[src/rtl/mesh_pkg.sv]
// Shared definitions for the mesh endpoint: packet field map and width helpers.
// A packet is a flat vector; bit 0 is the valid flag and fields sit above it in order.
package mesh_pkg;

  localparam int MESH_CS = 3;
  localparam int MESH_PW = 8;
  localparam int MESH_PL = 1 + 4 * MESH_CS + MESH_PW;

  typedef enum logic [2:0] {
    FLD_VALID,
    FLD_DST_X,
    FLD_DST_Y,
    FLD_SRC_X,
    FLD_SRC_Y,
    FLD_PAYLOAD
  } mesh_field_e;

  // Lowest bit index of a packet field for a given coordinate width.
  function automatic int fld_lsb(input mesh_field_e f, input int cs);
    int lsb;
    case (f)
      FLD_VALID: lsb = 0;
      FLD_DST_X: lsb = 1;
      FLD_DST_Y: lsb = 1 + cs;
      FLD_SRC_X: lsb = 1 + 2 * cs;
      FLD_SRC_Y: lsb = 1 + 3 * cs;
      default:   lsb = 1 + 4 * cs;
    endcase
    return lsb;
  endfunction

  function automatic int payload_width(input int pl, input int cs);
    return pl - 1 - 4 * cs;
  endfunction

endpackage

[src/rtl/endpoint_fifo.sv]
// Synchronous FIFO with first-word fall-through read. A push while full is
// accepted only when a pop happens in the same cycle.
module endpoint_fifo #(
  parameter int WIDTH = 8,
  parameter int DEPTH = 4,
  localparam int AW = $clog2(DEPTH)
) (
  input  logic             clk,
  input  logic             rst_n,
  input  logic             i_push,
  input  logic [WIDTH-1:0] i_wdata,
  input  logic             i_pop,
  output logic [WIDTH-1:0] o_rdata,
  output logic             o_full,
  output logic             o_empty,
  output logic [AW:0]      o_count
);

  logic [WIDTH-1:0] r_mem [DEPTH];
  logic [AW-1:0]    r_wr_ptr;
  logic [AW-1:0]    r_rd_ptr;
  logic [AW:0]      r_count;
  logic             w_do_push;
  logic             w_do_pop;

  assign o_full    = (r_count == (AW + 1)'(DEPTH));
  assign o_empty   = (r_count == '0);
  assign o_count   = r_count;
  assign o_rdata   = r_mem[r_rd_ptr];
  assign w_do_pop  = i_pop & ~o_empty;
  assign w_do_push = i_push & (~o_full | w_do_pop);

  // NOTE: the storage array has no reset; pointers and count alone define which
  // entries are live, so the array can map onto plain RAM.
  always_ff @(posedge clk) begin
    if (w_do_push) r_mem[r_wr_ptr] <= i_wdata;
  end

  // Pointers wrap naturally because DEPTH is a power of two.
  always_ff @(posedge clk or negedge rst_n) begin
    if (!rst_n) begin
      r_wr_ptr <= '0;
      r_rd_ptr <= '0;
      r_count  <= '0;
    end else begin
      if (w_do_push) r_wr_ptr <= r_wr_ptr + AW'(1);
      if (w_do_pop)  r_rd_ptr <= r_rd_ptr + AW'(1);
      case ({w_do_push, w_do_pop})
        2'b10:   r_count <= r_count + (AW + 1)'(1);
        2'b01:   r_count <= r_count - (AW + 1)'(1);
        default: r_count <= r_count;
      endcase
    end
  end

endmodule

[src/rtl/mesh_endpoint.sv]
// Network interface between a core and its mesh router's local port: packetises
// and buffers outgoing traffic, checks and buffers incoming packets.
module mesh_endpoint
  import mesh_pkg::*;
#(
  parameter int PL       = MESH_PL,
  parameter int CS       = MESH_CS,
  parameter int TX_DEPTH = 4,
  parameter int RX_DEPTH = 4,
  localparam int PW      = PL - 1 - 4 * CS
) (
  input  logic          clk,
  input  logic          rst_n,
  input  logic [CS-1:0] node_X,
  input  logic [CS-1:0] node_Y,
  input  logic          tx_valid,
  output logic          tx_ready,
  input  logic [CS-1:0] tx_dst_X,
  input  logic [CS-1:0] tx_dst_Y,
  input  logic [PW-1:0] tx_payload,
  output logic [PL-1:0] pkt_out,
  input  logic          net_avail_in,
  input  logic [PL-1:0] pkt_in,
  output logic          net_avail_out,
  output logic          rx_valid,
  input  logic          rx_ready,
  output logic [CS-1:0] rx_src_X,
  output logic [CS-1:0] rx_src_Y,
  output logic [PW-1:0] rx_payload,
  output logic          err_misroute,
  output logic          err_overflow
);

  localparam int VLD_BIT = fld_lsb(FLD_VALID, CS);
  localparam int DX_LSB  = fld_lsb(FLD_DST_X, CS);
  localparam int DY_LSB  = fld_lsb(FLD_DST_Y, CS);
  localparam int SX_LSB  = fld_lsb(FLD_SRC_X, CS);
  localparam int SY_LSB  = fld_lsb(FLD_SRC_Y, CS);
  localparam int PAY_LSB = fld_lsb(FLD_PAYLOAD, CS);
  localparam int PWC     = payload_width(PL, CS);
  localparam int RXW     = 2 * CS + PWC;

  logic [PL-1:0]                 w_tx_pkt;
  logic [PL-1:0]                 w_tx_head;
  logic                          w_tx_full;
  logic                          w_tx_empty;
  logic                          w_tx_push;
  logic                          w_tx_pop;
  logic [$clog2(TX_DEPTH):0]     w_tx_count;
  logic [PL-1:0]                 r_pkt_out;

  logic                          w_in_valid;
  logic                          w_in_match;
  logic [RXW-1:0]                w_rx_wdata;
  logic [RXW-1:0]                w_rx_head;
  logic                          w_rx_full;
  logic                          w_rx_empty;
  logic                          w_rx_push;
  logic                          w_rx_pop;
  logic [$clog2(RX_DEPTH):0]     w_rx_count;
  logic                          r_err_misroute;
  logic                          r_err_overflow;
  logic                          w_unused_counts;

  // ---------------- TX path ----------------
  always_comb begin
    w_tx_pkt                   = '0;
    w_tx_pkt[VLD_BIT]          = 1'b1;
    w_tx_pkt[DX_LSB +: CS]     = tx_dst_X;
    w_tx_pkt[DY_LSB +: CS]     = tx_dst_Y;
    w_tx_pkt[SX_LSB +: CS]     = node_X;
    w_tx_pkt[SY_LSB +: CS]     = node_Y;
    w_tx_pkt[PAY_LSB +: PWC]   = tx_payload;
  end

  assign tx_ready  = ~w_tx_full;
  assign w_tx_push = tx_valid & ~w_tx_full;
  assign w_tx_pop  = ~w_tx_empty & net_avail_in;

  endpoint_fifo #(.WIDTH(PL), .DEPTH(TX_DEPTH)) u_tx_fifo (
    .clk     (clk),
    .rst_n   (rst_n),
    .i_push  (w_tx_push),
    .i_wdata (w_tx_pkt),
    .i_pop   (w_tx_pop),
    .o_rdata (w_tx_head),
    .o_full  (w_tx_full),
    .o_empty (w_tx_empty),
    .o_count (w_tx_count)
  );

  // Every packet shows on pkt_out for exactly one cycle; idle cycles drive all zeros.
  always_ff @(posedge clk or negedge rst_n) begin
    if (!rst_n) r_pkt_out <= '0;
    else        r_pkt_out <= w_tx_pop ? w_tx_head : '0;
  end

  assign pkt_out = r_pkt_out;

  // ---------------- RX path ----------------
  assign w_in_valid = pkt_in[VLD_BIT];
  assign w_in_match = (pkt_in[DX_LSB +: CS] == node_X) && (pkt_in[DY_LSB +: CS] == node_Y);
  assign w_rx_wdata = {pkt_in[PAY_LSB +: PWC], pkt_in[SY_LSB +: CS], pkt_in[SX_LSB +: CS]};
  assign w_rx_pop   = rx_valid & rx_ready;
  assign w_rx_push  = w_in_valid & w_in_match & (~w_rx_full | w_rx_pop);

  endpoint_fifo #(.WIDTH(RXW), .DEPTH(RX_DEPTH)) u_rx_fifo (
    .clk     (clk),
    .rst_n   (rst_n),
    .i_push  (w_rx_push),
    .i_wdata (w_rx_wdata),
    .i_pop   (w_rx_pop),
    .o_rdata (w_rx_head),
    .o_full  (w_rx_full),
    .o_empty (w_rx_empty),
    .o_count (w_rx_count)
  );

  assign net_avail_out = ~w_rx_full;
  assign rx_valid      = ~w_rx_empty;

  // Head fields are masked while empty so stale RAM contents never reach the core.
  assign rx_src_X   = rx_valid ? w_rx_head[0 +: CS]      : '0;
  assign rx_src_Y   = rx_valid ? w_rx_head[CS +: CS]     : '0;
  assign rx_payload = rx_valid ? w_rx_head[2 * CS +: PWC] : '0;

  always_ff @(posedge clk or negedge rst_n) begin
    if (!rst_n) begin
      r_err_misroute <= 1'b0;
      r_err_overflow <= 1'b0;
    end else begin
      if (w_in_valid && !w_in_match)                           r_err_misroute <= 1'b1;
      if (w_in_valid && w_in_match && w_rx_full && !w_rx_pop)  r_err_overflow <= 1'b1;
    end
  end

  assign err_misroute = r_err_misroute;
  assign err_overflow = r_err_overflow;

  // Fill levels are exported by the FIFO but only full/empty matter here.
  assign w_unused_counts = ^{w_tx_count, w_rx_count};

endmodule

[config.mk]
export PLATFORM = sky130hd
export DESIGN_NAME = mesh_endpoint
export DESIGN_NICKNAME = d
export VERILOG_FILES = /design/src/rtl/mesh_pkg.sv /design/src/rtl/endpoint_fifo.sv /design/src/rtl/mesh_endpoint.sv
export SDC_FILE = /design/constraint.sdc
export NUM_CORES = 1
export LEC_CHECK = 0
export CAP_MARGIN = 20
export CORE_UTILIZATION = 51
export CTS_BUF_LIST = sky130_fd_sc_hd__clkbuf_2 sky130_fd_sc_hd__clkbuf_4 sky130_fd_sc_hd__clkbuf_8
export DETAILED_ROUTE_END_ITERATION = 12
export PLACE_DENSITY = 0.79
export SYNTH_ARGS = -nofsm -noshare
export SYNTH_HDL_FRONTEND = slang
export SYNTH_SLANG_ARGS = --single-unit
[constraint.sdc]
create_clock -name clk -period 2.1 [get_ports clk]
set_input_delay 0.63 -clock clk [delete_from_list [all_inputs] [get_ports clk]]
set_output_delay 0.63 -clock clk [all_outputs]
set_load 0.01 [all_outputs]
==> impl_results.md <==
- Setup WS post-layout: -0.377 ns
- Met1 wire length: approximately 5100 microns
- Std-Cell Rows: about 40
- Detailed Route WL: 12300 microns
- Fmax: 0.404 GHz
- Register bit total from synthesis: 173
- Tcrit/Tclk final: 118%
- TritonCTS Buffers: 17
- Max cap viols: 0
- Top cells by area, synth: edfxtp_1, dfrtp_1, mux4_2, and2_1, ha_1
- Hold WS: between 0.2 and 0.25 ns
- Die Y: ~120 microns
- First-pass DRT Iterations: 4
- Clk Latency, worst-skew pair: 0.45 ns
- Synth top area share: roughly three fifths
- Syn. warnings: 0
- Cell count after synthesis: between 300 and 400
- Via density: just over 5
- Setup Skew: 0.00853 ns
- Top Layer Used: met5
- Total power: approximately 11 mW
- Final Wtd Congestion: around 0.7
- Clock root buffer: clkbuf_8
- Final setup viols: 16
- First-pass GRT wire length: ~19000 microns
- Final min period: approximately 2.5 ns
- Post-route ant nets: 0
- R2R setup slack: -0.04 ns
- CTS sink cnt: ~170
- Critical path capture point type: output port
- Power density over cell area: roughly 1200 nW/um^2
- Reg area: roughly 5000 sq um
- Critical path data required time: between 1 and 1.5 ns
- Overall die area: roughly 13000 sq um
- Startpoint Class: register
- Port bufs: 85
- Antenna fix cells: 0
- Reg2reg end: u_rx_fifo.o_count[2]$_DFFE_PN0P_
- GRT overflow: 0
- Area of the multi-input gates: approximately 1600 sq um
- DR WL met3: about 700 microns
- Clock slew at reported path FFs: approximately 0.08 ns
- Tightest Pin Transition: roughly 0.5 ns
- Run status: complete, but fails checks
- Avg Cell Area, Syn: roughly 20 sq um
- Post-Syn Nets: 383
- Failing checks: setup timing
- # DRC: 0
- Area growth syn-to-layout: 30.0%
- Post-layout util: roughly two thirds
- H-tree depth: 4
- Area leader, netlist: edfxtp_1
- Hpwl dp: about 7400 microns
- Reg2Reg Depth: 12
- Post-synth cell types: 29
- Initial antenna violation count: 1
- Slew headroom: roughly two thirds
- Die X: 116 microns
- Number of buffers added to fix hold violations after cts: 0
- Vias post-DR: 3335
- Crit path DAT: between 1.5 and 2 ns
- Worst hold path type: primary input to asynchronous set/reset pin
- Initial Utilization: roughly 52%
- Met2 routed WL: between 6000 and 7000 microns
- Final Max Tran Viols: 0
- Ports: 86
- VDD IR max: 0.764 mV
- Layout cells sized above 1: approximately a third
- Largest net degree at the start of global routing: 38
- TritonCTS clock tree: done
- RSZ-0062 raised after global routing: true
- Final Hold Fails: 0
- Max clock buf depth: 2
- GRT Total Usage: between 10% and 20%
- Register area share after synthesis: 75.5%
- Placeable Area: 12700 sq um
- Mapped cell area: 6640 sq um
- P_leak: approximately 3.2 nW
- WS Path Type: register to output port
- Total negative slack: -4.83 ns
- DRT iter0 DRCs: about 250
- Final nets: 525
- Fillers: ~840
- Vias in the first global route: 3583
- Crit Path Max Fanout: 6
- DR WL/cell: approximately 19 microns
- R2R Path Start: u_rx_fifo.o_count[1]$_DFFE_PN0P_
power by group:
| part | switching, mW | internal, mW | total [mW] |
|---|---|---|---|
| clock network | 1.15 | 1.21 | 2.36 |
| logic | 1.59 | 2.19 | 3.78 |
| registers | 0.292 | 4.34 | 4.64 |
sequential cells by signal (all words and copies together), names as in the netlist:
register,count
u_tx_fifo.r_mem,80
err_overflow,1
u_tx_fifo.r_rd_ptr,2
pkt_out,21
u_rx_fifo.r_mem,56
u_rx_fifo.r_wr_ptr,2
u_rx_fifo.r_rd_ptr,2
err_misroute,1
u_tx_fifo.o_count,3
u_rx_fifo.o_count,3
u_tx_fifo.r_wr_ptr,2
repair_timing:
action	CTS	global route
gates cloned	1	1
resized for setup	101	21
endpoints found under the setup margin	75	18
pin swaps	23	9
setup buffers	7	6
metal layers:
metal  vias to the layer above  GRT usage, %
met5                         -             0
met4                         2          8.12
met1                      1696          24.0
met2                        97          33.4
met3                        17          6.07
li1                       1523             -
worst max path at each step:
stage / from / end / slack (ns) / cells after the start
finish: u_rx_fifo.r_rd_ptr[0]$_DFFE_PN0P_ / rx_src_Y[0] / -0.38 / 5
global route: u_rx_fifo.r_rd_ptr[0]$_DFFE_PN0P_ / rx_src_Y[0] / -0.44 / 5
CTS: u_rx_fifo.r_rd_ptr[0]$_DFFE_PN0P_ / rx_payload[2] / -0.41 / 5
detailed placement: node_Y[1] / u_rx_fifo.o_count[2]$_DFFE_PN0P_ / -0.82 / 11
global placement: node_Y[1] / u_rx_fifo.o_count[2]$_DFFE_PN0P_ / -0.75 / 11
floorplan: node_Y[1] / u_rx_fifo.o_count[2]$_DFFE_PN0P_ / -0.21 / 11
stage by stage:
stage               setup slack, ns  area, sq um  std cells
global placement             -0.748         8120        608
CTS                          -0.408         8600        647
floorplan                    -0.211         6700        325
finish                       -0.377         8630        652
global route                 -0.439         8630        652
detailed placement           -0.824         8120        608
area by class of cell:
type | instances | share of cell area [%]
sequential | 173 | 58.1
clock inverter | 14 | 1.93
tap | 172 | 2.49
timing repair buffer | 134 | 15.2
multi-input combinational | 127 | 18.8
inverter | 14 | 0.638
clock buffer | 18 | 2.87
cells by family (layout without fill, tap and decap cells):
group / count (synthesis) / in the layout / synth area share (%)
DFF: 173 / 173 / 75.5
and+or+nand+nor: 56 / 56 / 5.34
muxes: 37 / 37 / 12.1
buffers and inverters: 25 / 180 / 1.79
xor gates and xnor gates: 16 / 16 / 2.11
adders and majority gates: 12 / 12 / 2.49
AOI/OAI and AO/OA: 6 / 6 / 0.717
layout by cell type, fill, tap and decap left out, types with 8 or more instances in the layout:
| cell type | count |
|---|---|
| buf_6 | 9 |
| dlygate4sd2_1 | 8 |
| and2_4 | 8 |
| edfxtp_1 | 136 |
| buf_4 | 32 |
| buf_2 | 11 |
| clkbuf_8 | 18 |
| mux4_2 | 34 |
| clkdlybuf4s50_1 | 55 |
| buf_12 | 12 |
| and2_1 | 28 |
| ha_1 | 9 |
| dfrtp_1 | 36 |
synthesized netlist by cell type:
cell,n
ha_1,10
o22ai_1,1
and2_1,36
buf_4,2
nand3_1,2
a221oi_1,1
or3_1,1
edfxtp_1,136
nand2_1,4
buf_6,2
o21ai_0,1
nor4_4,1
mux4_2,34
dfrtp_1,37
o31a_1,1
inv_1,14
nor2_1,3
and3_1,4
mux2_4,1
clkbuf_1,5
fa_1,2
mux2i_1,2
xor2_1,10
xnor2_1,6
a41o_2,1
a21o_1,1
buf_2,2
and2_2,4
and4b_1,1
worst max-delay path, cell delays in order (launching register included):
cell and delay, ns:
dfrtp_2 0.39, buf_6 0.11, buf_12 0.12, mux4_2 0.51
and2_4 0.16, buf_6 0.11
Power figures use the tool's default switching activity.
